[src/rtl/airi5c_lnormalizer.sv]
// ---------------------------------------------------------------------------
// airi5c_lnormalizer
//
// Sequential left normalizer for the FPU datapath. Shifts a mantissa left
// until its MSB is set, but never further than a caller-supplied limit (the
// denormal exponent floor) or n. It reports the applied shift amount.
// One power-of-two stage is applied per clock, largest stage first. The
// greedy MSB-first order yields exactly min(lzc(in), limit, n).
//
// Optional feature macro: AIRI5C_LNORM_EARLY_EXIT_EN
//   When defined, a BUSY cycle finishes immediately if the value is already
//   normalized or the shift count has reached its cap. Latency is then
//   1..s cycles. When undefined, latency is a fixed s cycles.
//
// Ports
//   clk      in   1   rising-edge clock
//   n_reset  in   1   asynchronous active-low reset
//   kill     in   1   abort, return to IDLE, clear results (wins over load)
//   load     in   1   start; captures in and limit
//   in       in   n   value to normalize
//   limit    in   s   maximum permitted left shift
//   out      out  n   normalized value
//   shamt    out  s   applied left shift
//   zero     out  1   captured in was all zeros
//   ready    out  1   result valid level, held until next load/kill
// ---------------------------------------------------------------------------
module airi5c_lnormalizer #(
  parameter int n = 24,
  parameter int s = 5
) (
  input  logic         clk,
  input  logic         n_reset,
  input  logic         kill,
  input  logic         load,
  input  logic [n-1:0] in,
  input  logic [s-1:0] limit,
  output logic [n-1:0] out,
  output logic [s-1:0] shamt,
  output logic         zero,
  output logic         ready
);

  localparam int SW = (s > 1) ? $clog2(s) : 1;
  localparam logic [s:0]    N_EXT     = (s+1)'(n);
  localparam logic [s:0]    ONE_EXT   = (s+1)'(1);
  localparam logic [SW-1:0] STAGE_TOP = SW'(s-1);

  typedef enum logic [1:0] {IDLE, BUSY, DONE} state_e;

  state_e        state_q, state_d;
  logic [n-1:0]  val_q, val_d;
  logic [s-1:0]  cnt_q, cnt_d;
  logic [s-1:0]  lim_q, lim_d;
  logic [SW-1:0] stage_q, stage_d;
  logic [n-1:0]  out_q, out_d;
  logic [s-1:0]  shamt_q, shamt_d;
  logic          zero_q, zero_d;
  logic          ready_q, ready_d;

  // Stage datapath, all at s+1 bits so cnt+step cannot wrap.
  logic [s:0]   step;      // 2**stage
  logic [s:0]   take;      // min(2**stage, n): bits that must be zero to shift
  logic [s:0]   cap;       // min(lim, n)
  logic [s:0]   cnt_sum;
  logic         top_zero;
  logic         do_shift;
  logic [n-1:0] val_sh;
  logic [n-1:0] val_nx;
  logic [s-1:0] cnt_nx;

  always_comb begin
    step     = ONE_EXT << stage_q;
    take     = (step > N_EXT) ? N_EXT : step;
    cap      = ({1'b0, lim_q} > N_EXT) ? N_EXT : {1'b0, lim_q};
    cnt_sum  = {1'b0, cnt_q} + step;
    top_zero = ((val_q >> (N_EXT - take)) == '0);
    do_shift = top_zero && (cnt_sum <= cap);
    val_sh   = val_q << step;
    val_nx   = do_shift ? val_sh : val_q;
    cnt_nx   = do_shift ? cnt_sum[s-1:0] : cnt_q;
  end

  // NOTE: every signal assigned in this block gets a default first, so no
  // path leaves it unassigned and no latch is inferred.
  always_comb begin
    state_d = state_q;
    val_d   = val_q;
    cnt_d   = cnt_q;
    lim_d   = lim_q;
    stage_d = stage_q;
    out_d   = out_q;
    shamt_d = shamt_q;
    zero_d  = zero_q;
    ready_d = ready_q;

    if (kill) begin
      state_d = IDLE;
      ready_d = 1'b0;
      out_d   = '0;
      shamt_d = '0;
      zero_d  = 1'b0;
    end else if (load) begin
      // Restarts from any state; a result in flight is simply dropped.
      state_d = BUSY;
      val_d   = in;
      cnt_d   = '0;
      lim_d   = limit;
      zero_d  = (in == '0);
      stage_d = STAGE_TOP;
      ready_d = 1'b0;
    end else if (state_q == BUSY) begin
`ifdef AIRI5C_LNORM_EARLY_EXIT_EN
      if (val_q[n-1] || ({1'b0, cnt_q} == cap)) begin
        state_d = DONE;
        ready_d = 1'b1;
        out_d   = val_q;
        shamt_d = cnt_q;
      end else
`endif
      begin
        val_d = val_nx;
        cnt_d = cnt_nx;
        if (stage_q == '0) begin
          state_d = DONE;
          ready_d = 1'b1;
          out_d   = val_nx;
          shamt_d = cnt_nx;
        end else begin
          stage_d = stage_q - SW'(1);
        end
      end
    end
  end

  // NOTE: sequential state uses non-blocking assignments so every flop
  // samples the pre-edge values, independent of statement order.
  always_ff @(posedge clk or negedge n_reset) begin
    if (!n_reset) begin
      state_q <= IDLE;
      val_q   <= '0;
      cnt_q   <= '0;
      lim_q   <= '0;
      stage_q <= '0;
      out_q   <= '0;
      shamt_q <= '0;
      zero_q  <= 1'b0;
      ready_q <= 1'b0;
    end else begin
      state_q <= state_d;
      val_q   <= val_d;
      cnt_q   <= cnt_d;
      lim_q   <= lim_d;
      stage_q <= stage_d;
      out_q   <= out_d;
      shamt_q <= shamt_d;
      zero_q  <= zero_d;
      ready_q <= ready_d;
    end
  end

  assign out   = out_q;
  assign shamt = shamt_q;
  assign zero  = zero_q;
  assign ready = ready_q;

endmodule

[config.mk]
export PLATFORM = sky130hd
export DESIGN_NAME = airi5c_lnormalizer
export DESIGN_NICKNAME = d
export VERILOG_FILES = /design/src/rtl/airi5c_lnormalizer.sv
export SDC_FILE = /design/constraint.sdc
export NUM_CORES = 1
export LEC_CHECK = 0
export ABC_AREA = 1
export ABC_CLOCK_PERIOD_IN_PS = 5800
export CAP_MARGIN = 15
export CORE_ASPECT_RATIO = 1.2
export CORE_MARGIN = 2
export CORE_UTILIZATION = 51
export DETAILED_ROUTE_END_ITERATION = 8
export PLACE_DENSITY = 0.74
export SYNTH_ARGS = -nofsm -noshare
export SYNTH_HDL_FRONTEND = slang
export SYNTH_SLANG_ARGS = --single-unit
[constraint.sdc]
create_clock -name clk -period 5.8 [get_ports clk]
set_clock_uncertainty 0.05 [all_clocks]
set_input_delay 1.74 -clock clk [delete_from_list [all_inputs] [get_ports clk]]
set_output_delay 1.74 -clock clk [all_outputs]
set_load 0.02 [all_outputs]
[Word level (Yosys, flattened, before mapping)]
Cells that the tools add are included.
Storage, ports and cells
  bits in registers: 70
  output and inout port bits: 31
  logic and storage cells: 66
Operators by class
  $add $sub $neg: 3
  order comparisons: 3
  equality and inequality tests: 3
  shifts and indexed selects: 3
  muxes and demuxes: 29
  bitwise gates (word level): 1
  reduce and logical (&&, ||, !) cells: 15
Operator list (number)
  $mux 24: 7
  $logic_not 24->1: 2
  $mux 5: 8
  $shl 24x6->24: 1
  $shr 24x6->24: 1
  $mux 3: 3
  $mux 2: 4
  $reduce_bool 2->1: 4
  $add 5x6->6: 1
  $gt 6x5->1 const B: 1
  $le 6x5->1: 1
  $mux 1: 6
  $mux 6: 1
  $reduce_and 2->1: 3
  $reduce_and 3->1: 2
  $reduce_bool 3->1: 2
  $shl 1x3->6 const A: 1
  $sub 5x6->6 const A: 1
  $gt 5x5->1 const B: 1
  $ne 2x2->1 const B: 2
  $logic_not 3->1: 1
  $sub 3x1->3 const B: 1
  $eq 2x1->1 const B: 1
  $logic_and 1x1->1: 1
  $not 1->1: 1

[Depth between registers and ports, before layout]
Gate-level depths: netlist (run 1).
  depth in word-level cells: 12
  mapped depth: 26
  depth with buffers taken out: 22

[Least setup slack after synthesis (run 1)]
No wires, ideal clock.
  kind: reg-to-reg
  from: register stage_q[0]
  to: register cnt_q[1]
  setup time: 0.127 ns
  arrival: 3.845 ns
  slack: 1.778 ns
  stages on the path, launching flop included: 26
  path buffers: 5
  period minus slack after synthesis: 4.022 ns
  cell sequence: dfrtp_1 -> inv_1 -> ha_1 -> buf_6 -> inv_2 -> nor2_1 -> buf_4 -> buf_2 -> ha_1 -> inv_1 -> fa_1 -> or2_2 -> nand2_1 -> inv_1 -> ha_1 -> a21oi_1 -> o21ai_0 -> a21o_1 -> a21oi_1 -> nor2_1 -> nor2_2 -> buf_4 -> buf_2 -> nand3_1 -> nand3_1 -> o21ai_0
Between the ends
  longest elaborated chain between the ends: 10
  elaborated cells between the ends (all ways): 12
  classes of those cells: 2 x add/sub; 2 x order compare; 2 x shift; 4 x mux; 2 x reduce/logical
RTL lines
  start: declaration: line 54  | logic [SW-1:0] stage_q, stage_d;
  start signal: assignment: line 153  | stage_q <= stage_d;
  $shl 1x3->6 *: line 72  | step = ONE_EXT << stage_q;
  $gt 6x5->1: line 73  | take = (step > N_EXT) ? N_EXT : step;
  $mux 6: line 73
  $sub 5x6->6: line 76  | top_zero = ((val_q >> (N_EXT - take)) == '0);
  $shr 24x6->24: line 76
  $logic_not 24->1: line 76
  $logic_and 1x1->1: line 77  | do_shift = top_zero && (cnt_sum <= cap);
  $mux 5 *: line 80  | cnt_nx = do_shift ? cnt_sum[s-1:0] : cnt_q;
  $mux 5 *: line 111  | end else if (state_q == BUSY) begin
  $mux 5 *: line 102  | end else if (load) begin
  end signal: assignment: line 151  | cnt_q <= cnt_d;
  end: declaration: line 52  | logic [s-1:0] cnt_q, cnt_d;
Every way passes the cells marked *; elsewhere a longest branch is shown, timed or not. The select of a mux whose other input is x is not followed.
A chain may end at the register's enable or synchronous reset.

[Final worst setup path (run 1)]
  from: register stage_q[0]
  to: register val_q[3]
Between the ends
  longest elaborated chain between the ends: 10
  elaborated cells between the ends (all ways): 13
  classes of those cells: 2 x add/sub; 2 x order compare; 3 x shift; 4 x mux; 2 x reduce/logical
RTL lines
  $shl 1x3->6 *: line 72
  $gt 6x5->1: line 73
  $mux 6: line 73
  $sub 5x6->6: line 76
  $shr 24x6->24: line 76
  $logic_not 24->1: line 76
  $logic_and 1x1->1: line 77
  $mux 24 *: line 79  | val_nx = do_shift ? val_sh : val_q;
  $mux 24 *: line 111
  $mux 24 *: line 102
  end signal: assignment: line 150  | val_q <= val_d;
  end: declaration: line 51  | logic [n-1:0] val_q, val_d;
Marks and branches as above.

==> results.cfg, run 1 <==
[synthesis]
seq_area_frac_synth_pct = 31.7
yosys_warnings = 0
netlist_area_sq_mm = 0.00544
synth.area.top_cells = dfrtp_1 32%, nand2_1 28%, nand3_1 15%, inv_1 5.4%, ha_1 3.4%
synth_edf_count = 0
synth_top_area_cell = dfrtp_1
synth_top_cell_area_share_pct = 31.7
synthCells = 897
synth_area_per_cell_sq_um = 6.07
synthFlopType = dfrtp_1
synth_cell_type_count = 37
syn_nets = 946
async_flop_share_pct = 100
synth_seq_cells = 69

[sta]
final.setup.tns_ns = 0
rsz0062_at_grt = false
max_freq_mhz = 222
finalSetupViolations = 0
relSlewSlack_pct = 45.1
hold_violations = 0
finalCritPeriodShare_pct = 77.5
post-route-min-period_ns = 4.50
tightest_slew_ns = 0.820
slew_viol_final = 0

[floorplan]
pin_count = 64
dieWidth_um = 98.3
start_util_pct = 52.0
fp.dieArea_sq_mm = 0.0115
rows = 41
coreArea_sq_mm = 0.0105
die_h_um = 117

[drt]
wl_met2_mm = 7.29
vias = 5904
firstDrtPassIters = 9
wl_per_cell_um = 15.4
antenna_left = 0
drt-total-wl_mm = 16.5
wl_met3_mm = 1.30
drtIter0Drc = 605
dr.max_layer_used = met4
drt-met1-wl_mm = 7.61
drcViolationCount = 0
viasPerCell = 5.49

[global_route]
grt_pass1_wl_mm = 26.7
grt_overflow = 0
grt_usage_pct = 29.3
grt_max_degree = 46
grt_pass1_vias = 5363
antenna_found_initial = 0

[cts]
cts-root-buf = clkbuf_16
clockBufferDepth = 2
numCtsBuffers = 9
cts_hold_buf = 0
clkTransAtPathRegs_ns = 0.06
cts_tree = done
clk_latency_ns = 0.34
cts_resized = 0
cts_sinks = 69
htree_levels = 3
post_cts_buffers = 0

[critical_path]
crit_required_ns = 5.98
crit_slowest_cell = ha_1
cpMostUsedCell = nand2_1
setup.worst_path.end_class = flop
worstSetupPathType = reg2reg
cp.arrival_ns = 4.67
worstPathCellList = inv_1 > ha_1 > inv_2 > nor2_1 > ha_1 > inv_1 > fa_1 > or2_2 > nand2_1 > inv_1 > ha_1 > a21oi_1 > o21ai_0 > a21o_1 > a21oi_1 > nor2_1 > nor2_2 > nand2_2 > nand2_1 > nand3_1 > nand2_1 > nand2_1
start_kind = flop
crit_fanout = 28
critPathMaxStageDelay_ns = 0.46

[pwr]
power_mw = 1.98
power_density_mw_per_mm2 = 309
power_leakage_nw = 3.63
ir_drop_v = 0.000203

[job]
drv_cap = 0

[run_status]
status = finished clean

[placed_design]
dp_hpwl_mm = 12.3
place.gp.congestion = 0.976
io_buffers = 63
placed_cells = 1058

[final_layout]
diodes = 0
fin_nets = 990
nFillCells = 1029
final_util_pct = 61.2
instances_no_fill = 1075
drive_gt1_share_pct = 4.97
area_growth_pct = 17.7

[hold_path]
hold_class = reg2reg
metal layers:
layer  up-vias  track usage [%]
met2       269             45.2
met1      2661             42.4
met4         0             9.41
met5         -                0
li1       2950                -
met3        24             4.75
kinds of logic after synthesis:
| family | synth area share, % |
|---|---|
| xor+xnor | 0.483 |
| buf+inv | 9.57 |
| fa+ha+maj | 3.82 |
| flops | 31.7 |
| simple gates | 48.2 |
| compound gates | 6.21 |
layout by cell type, fill, tap and decap left out, drive strengths merged, types with 2 or more instances in the layout:
master / instances
a21boi: 3
a21o: 2
a21oi: 15
buf: 10
clkbuf: 10
clkdlybuf4s50: 62
clkinvlp: 4
dfrtp: 69
ha: 15
inv: 87
nand2: 414
nand3: 167
nand4: 6
nor2: 24
nor3: 4
nor4: 3
o21ai: 36
or2: 2
xor2: 2
cells in the mapped netlist, types with 2 or more instances:
cell type  number
clkbuf_1       17
a21o_1          2
buf_4           4
nand2_2         7
inv_1          79
inv_2           7
buf_6           3
buf_1           4
xor2_1          2
o21ai_0        34
a21boi_0        2
dfrtp_1        69
nor3_1          3
nand3_1       167
a21oi_1        15
nor2_1         23
or2_2           2
nand2_4         2
nor4_1          3
nand2_1       405
nand4_1         6
ha_1           15
buf_2          11
o21ai_1         2
where the power goes:
group	switching (mW)	leakage (nW)	total, mW	internal (mW)
sequential	0.0544	0.920	0.585	0.531
clock	0.216	0.127	0.518	0.303
combinational	0.601	2.58	0.876	0.275
worst max-delay path: cells and delay by family (launching register included):
| kind | cells | cell delay (ns) |
|---|---|---|
| flip-flops | 1 | 0.39 |
| adder cells (fa/ha/maj) | 4 | 1.34 |
| buffers and inverters | 4 | 0.29 |
| AND/OR/NAND/NOR | 10 | 1.77 |
| AO/OA/AOI/OAI | 4 | 0.51 |
flip-flops by register name, indices dropped and copies added (netlist names):
name     flops
out         24
val_q       24
cnt_q        5
lim_q        5
shamt        5
stage_q      3
state_q      2
zero         1
worst paths after layout:
| check | start | endpoint | slack [ns] | depth (start not counted) |
|---|---|---|---|---|
| worst min register to register | out[9] | out[9] | 0.43 | 2 |
| max in group asynchronous | n_reset | val_q[7] | 3.50 | 3 |
| worst max register to register | stage_q[0] | val_q[3] | 1.30 | 22 |
| worst min-delay path | out[9] | out[9] | 0.43 | 2 |
| worst max-delay path | stage_q[0] | val_q[3] | 1.30 | 22 |
| min in group asynchronous | n_reset | lim_q[0] | 1.28 | 1 |
metrics by stage:
stage,hold slack [ns],instance area [sq um],setup slack (ns)
after CTS,0.435,6380,1.36
final,0.432,6400,1.30
after global placement,0.415,6100,1.41
after global routing,0.455,6400,0.928
after floorplan,0.407,5440,1.78
after detailed placement,0.414,6100,1.37
cell type report:
type	count	area [sq um]	share of cell area (%)
sequential	69	1730	27.0
clock inverter	6	47.5	0.742
tap	129	161	2.52
clock buffer	10	239	3.73
timing repair buffer	72	706	11.0
inverter	86	323	5.04
multi-input combinational	703	3200	50.0
(Power assumes the default switching activity.)
==> run 2, diff against run 1 <==
Settings changed: ABC_CLOCK_PERIOD_IN_PS 5800 to 4150.
Clock period 5.8 ns to 4.15 ns, I/O delays scaled along.
==> results.cfg, run 2 (synthesis gave the netlist of run 1 again) <==
[sta]
finalSetupViolations = 0
final.setup.tns_ns = 0
hold_ws_ns = 0.425
post-route-min-period_ns = 3.88
max_freq_mhz = 258
relSlewSlack_pct = 41.9
tightest_slew_ns = 0.872
hold_violations = 0
slew_viol_final = 0
finalCritPeriodShare_pct = 93.5

[final_layout]
diodes = 0
fin_nets = 1001
final_common_cell = nand2_1
multi_input_area_sq_mm = 0.00323
area_growth_pct = 21.1
nFillCells = 1009
drive_gt1_share_pct = 6.07
regArea_sq_mm = 0.00173
post-route-cell-area_sq_mm = 0.00659
final_cell_mix = 405 x nand2_1, 167 x nand3_1, 78 x inv_1

[job]
drv_cap = 0

[floorplan]
die_h_um = 117
pin_count = 64
fp.dieArea_sq_mm = 0.0115
rows = 41
coreArea_sq_mm = 0.0105
start_util_pct = 52.0
dieWidth_um = 98.3

[critical_path]
setup.worst_path.end_class = flop
crit_fanout = 14
worstSetupStartpoint = stage_q[1]
worstSetupPathType = reg2reg
rr_startpoint = stage_q[1]
crit_required_ns = 4.32
start_kind = flop
cp.arrival_ns = 4.05
reg2reg_slack_ns = 0.27

[global_route]
grt_overflow = 0
antenna_found_initial = 0
grt_pass1_vias = 5346
grt_usage_pct = 29.1
grt_max_degree = 37
grt_pass1_wl_mm = 26.8

[pwr]
clkPwrFrac_pct = 28.5
comb_power_share_pct = 44.9
power_leakage_nw = 3.74
power_density_mw_per_mm2 = 468
internal_power_mw = 1.80
ir_drop_v = 0.000298
swShare_pct = 41.7
switchingPower_mw = 1.29
seq_power_share_pct = 26.6

[cts]
clk_latency_ns = 0.34
numCtsBuffers = 9
clockBufferDepth = 2
cts_sinks = 69
htree_levels = 3
cts-root-buf = clkbuf_16
cts_tree = done
clkTransAtPathRegs_ns = 0.06
cts_hold_buf = 0

[placed_design]
dp_hpwl_mm = 12.3
io_buffers = 63
dpl-instance-area_sq_mm = 0.00616
place.gp.congestion = 1.01

[run_status]
status = finished clean

[drt]
antenna_left = 0
viasPerCell = 5.63
wl_per_cell_um = 15.8
firstDrtPassIters = 8
drt-total-wl_mm = 17.2
vias = 6105
drcViolationCount = 0
drtIter0Drc = 862

[hold_path]
hold_class = reg2reg
min_from = out[7]
## run 2: area by class of cell
cell class / instances / share of cell area, %
Clock buffer: 9 / 3.42
Multi-Input combinational cell: 704 / 49.0
Tap cell: 129 / 2.45
Inverter: 86 / 4.90
Sequential cell: 69 / 26.2
Timing Repair Buffer: 82 / 12.3
Clock inverter: 6 / 1.71
## run 2: path summary, 6_finish.rpt
path,to,cells past startpoint
setup reg to reg,val_q[1],23
hold / removal,out[7],2
min in group asynchronous,shamt[3],1
max in group asynchronous,val_q[0],2
hold reg to reg,out[7],2
setup / recovery,val_q[1],23
## run 2: metal layers
layer	routed length (um)	vias up	global-route usage, %
li1	-	2980	-
met1	7420	2763	42.5
met2	7700	329	45.5
met3	1690	33	4.16
met4	365	0	8.31
met5	0	-	0
## run 2: per-stage QoR
| step | utilization (%) | setup WS, ns | power [mW] | cells |
|---|---|---|---|---|
| 2_1_floorplan | - | 0.128 | 1.73 | 897 |
| 3_3_place_gp | 58.9 | 0.357 | 2.04 | 1065 |
| 3_5_place_dp | 58.9 | 0.177 | 2.04 | 1065 |
| 4_1_cts | 62.1 | 0.0938 | 2.93 | 1080 |
| 5_1_grt | 63.0 | -0.00497 | 3.27 | 1085 |
| 6_report | 63.0 | 0.271 | 3.09 | 1085 |
## run 2: repair_timing
action                                  4_1_cts  5_1_grt
setup buffers                                 0        3
resized for setup                             0        7
endpoints found under the setup margin        0       58
## run 2: critical path, stage by stage (launching register included)
cell and delay [ns]:
dfrtp_1 0.40, inv_1 0.13, ha_1 0.22, inv_2 0.03
nor2_1 0.13, ha_1 0.19, inv_1 0.06, fa_1 0.39
or2_2 0.31, nand3_1 0.10, nand2_1 0.09, xor2_1 0.19
inv_1 0.07, ha_1 0.31, nand3_1 0.09, nor2_1 0.04
nor2_1 0.19, nor2_4 0.07, buf_4 0.16, clkbuf_16 0.17
nand3_1 0.12, nand3_1 0.10, nand2_1 0.09, nand2_1 0.06
## run 2: power by group through the flow
stage	combinational [mW]	sequential, mW	clock, mW
detailed placement	1.22	0.827	0
global route	1.53	0.829	0.913
CTS	1.23	0.816	0.884
finish	1.38	0.821	0.880
global placement	1.21	0.824	0
floorplan	0.925	0.805	0
==> run 3, diff against run 2 <==
Settings changed: CAP_MARGIN 15 to default, DONT_BUFFER_PORTS from default to 1, PLACE_DENSITY 0.74 to 0.66.
==> results.cfg, run 3 (synthesis gave the netlist of run 1 again) <==
[sta]
rsz0062_at_grt = false
relSlewSlack_pct = 46.2
finalCritPeriodShare_pct = 92.9
tightest_slew_ns = 0.806
final.setup.tns_ns = 0
finalSetupViolations = 0
hold_violations = 0
max_freq_mhz = 259
slew_viol_final = 0
post-route-min-period_ns = 3.86

[critical_path]
setup.worst_path.end_class = flop
path_buf_inv = 6
start_kind = flop
reg2reg_slack_ns = 0.29
worstPathCellList = inv_2 > ha_2 > inv_2 > nor2_2 > ha_2 > inv_1 > fa_1 > or2_2 > nand2_1 > inv_1 > ha_1 > a21oi_1 > o21ai_0 > a21o_1 > a21oi_1 > nor2_1 > nor2_4 > buf_12 > clkbuf_16 > nand3_1 > nand3_1 > o21ai_0
critPathMaxStageDelay_ns = 0.41
crit_required_ns = 4.31
critical_path.top_delay_family = adder cells
worstSetupPathType = reg2reg
cp.arrival_ns = 4.02
crit_fanout = 14
crit_slowest_cell = dfrtp_1

[placed_design]
io_buffers = 0
place.gp.congestion = 1.01
dpl-instance-area_sq_mm = 0.00551
dp_hpwl_mm = 12.9

[final_layout]
drive_gt1_share_pct = 6.29
diodes = 0
final_cell_mix = 405 x nand2_1, 167 x nand3_1, 77 x inv_1
area_growth_pct = 9.24
post-route-cell-area_sq_mm = 0.00594
fin_nets = 934
final_common_cell = nand2_1

[floorplan]
start_util_pct = 52.0
die_h_um = 117
dieWidth_um = 98.3
coreArea_sq_mm = 0.0105
rows = 41
pin_count = 64
fp.dieArea_sq_mm = 0.0115

[cts]
clkTransAtPathRegs_ns = 0.06
numCtsBuffers = 9
clockBufferDepth = 2
cts_sinks = 69
htree_levels = 3
cts-root-buf = clkbuf_16
clk_latency_ns = 0.34
cts_tree = done

[drt]
drt-total-wl_mm = 17.5
viasPerCell = 5.69
antenna_left = 0
firstDrtPassIters = 9
drcViolationCount = 0
wl_per_cell_um = 17.2
vias = 5801
drtIter0Drc = 590

[hold_path]
hold_class = reg2reg

[run_status]
status = finished clean

[global_route]
grt_overflow = 0
antenna_found_initial = 0
grt_pass1_wl_mm = 28.0
grt_max_degree = 70
grt_pass1_vias = 5603
grt_usage_pct = 30.8

[pwr]
ir_drop_v = 0.000424
power_leakage_nw = 3.49
power_density_mw_per_mm2 = 513

[job]
drv_cap = 0
run 3: power breakdown:
group	switching (mW)	leakage (nW)	total (mW)	internal [mW]
sequential	0.0911	0.920	0.833	0.742
combinational	0.890	2.40	1.33	0.438
clock	0.297	0.164	0.887	0.590
total	1.28	3.49	3.05	1.77
run 3: worst reg2reg max path: cells and delay by family, from the launching register on:
family / cells / cell delay [ns]
compound gates: 5 / 0.59
fa+ha+maj: 4 / 1.10
buf+inv: 6 / 0.58
flops: 1 / 0.41
simple gates: 7 / 0.99
run 3: cell type report:
class                   instances  area, sq um
fillers                      1075         4520
flip-flops and latches         69         1730
clock inverters                 5          108
clock buffers                  11          233
inverters                      86          323
well taps                     129          161
multi-input cells             704         3240
repair buffers                 15          155
run 3: path summary, 6_finish.rpt:
check | startpoint | end | cells after the start
max | stage_q[0] | cnt_q[1] | 22
min | lim_q[0] | lim_q[0] | 2
max reg2reg | stage_q[0] | cnt_q[1] | 22
min reg2reg | lim_q[0] | lim_q[0] | 2
max in group asynchronous | n_reset | val_q[11] | 0
min in group asynchronous | n_reset | lim_q[2] | 0
run 3: routing by layer:
metal | wire [um] | global-route usage [%]
met5 | 0 | 0
met1 | 7710 | 42.8
met3 | 1410 | 5.94
met2 | 7850 | 47.5
met4 | 541 | 13.1
run 3: stage by stage:
step                worst slack, ns  instances  util (%)  total power, mW  hold WS (ns)
finish                        0.294       1019      56.8             3.05         0.445
global route                0.00139       1019      56.8             3.25         0.478
CTS                          0.0863       1016      55.9             2.90         0.447
detailed placement           0.0923       1000      52.6             2.01         0.431
global placement              0.359       1000      52.6             1.99         0.431
floorplan                     0.128        897         -             1.73         0.407
run 3: timing repair:
item / CTS / global route
setup buffers: 0 / 1
endpoints found under the setup margin: 0 / 58
hold buffers: 0 / 0
gates resized for setup: 0 / 11
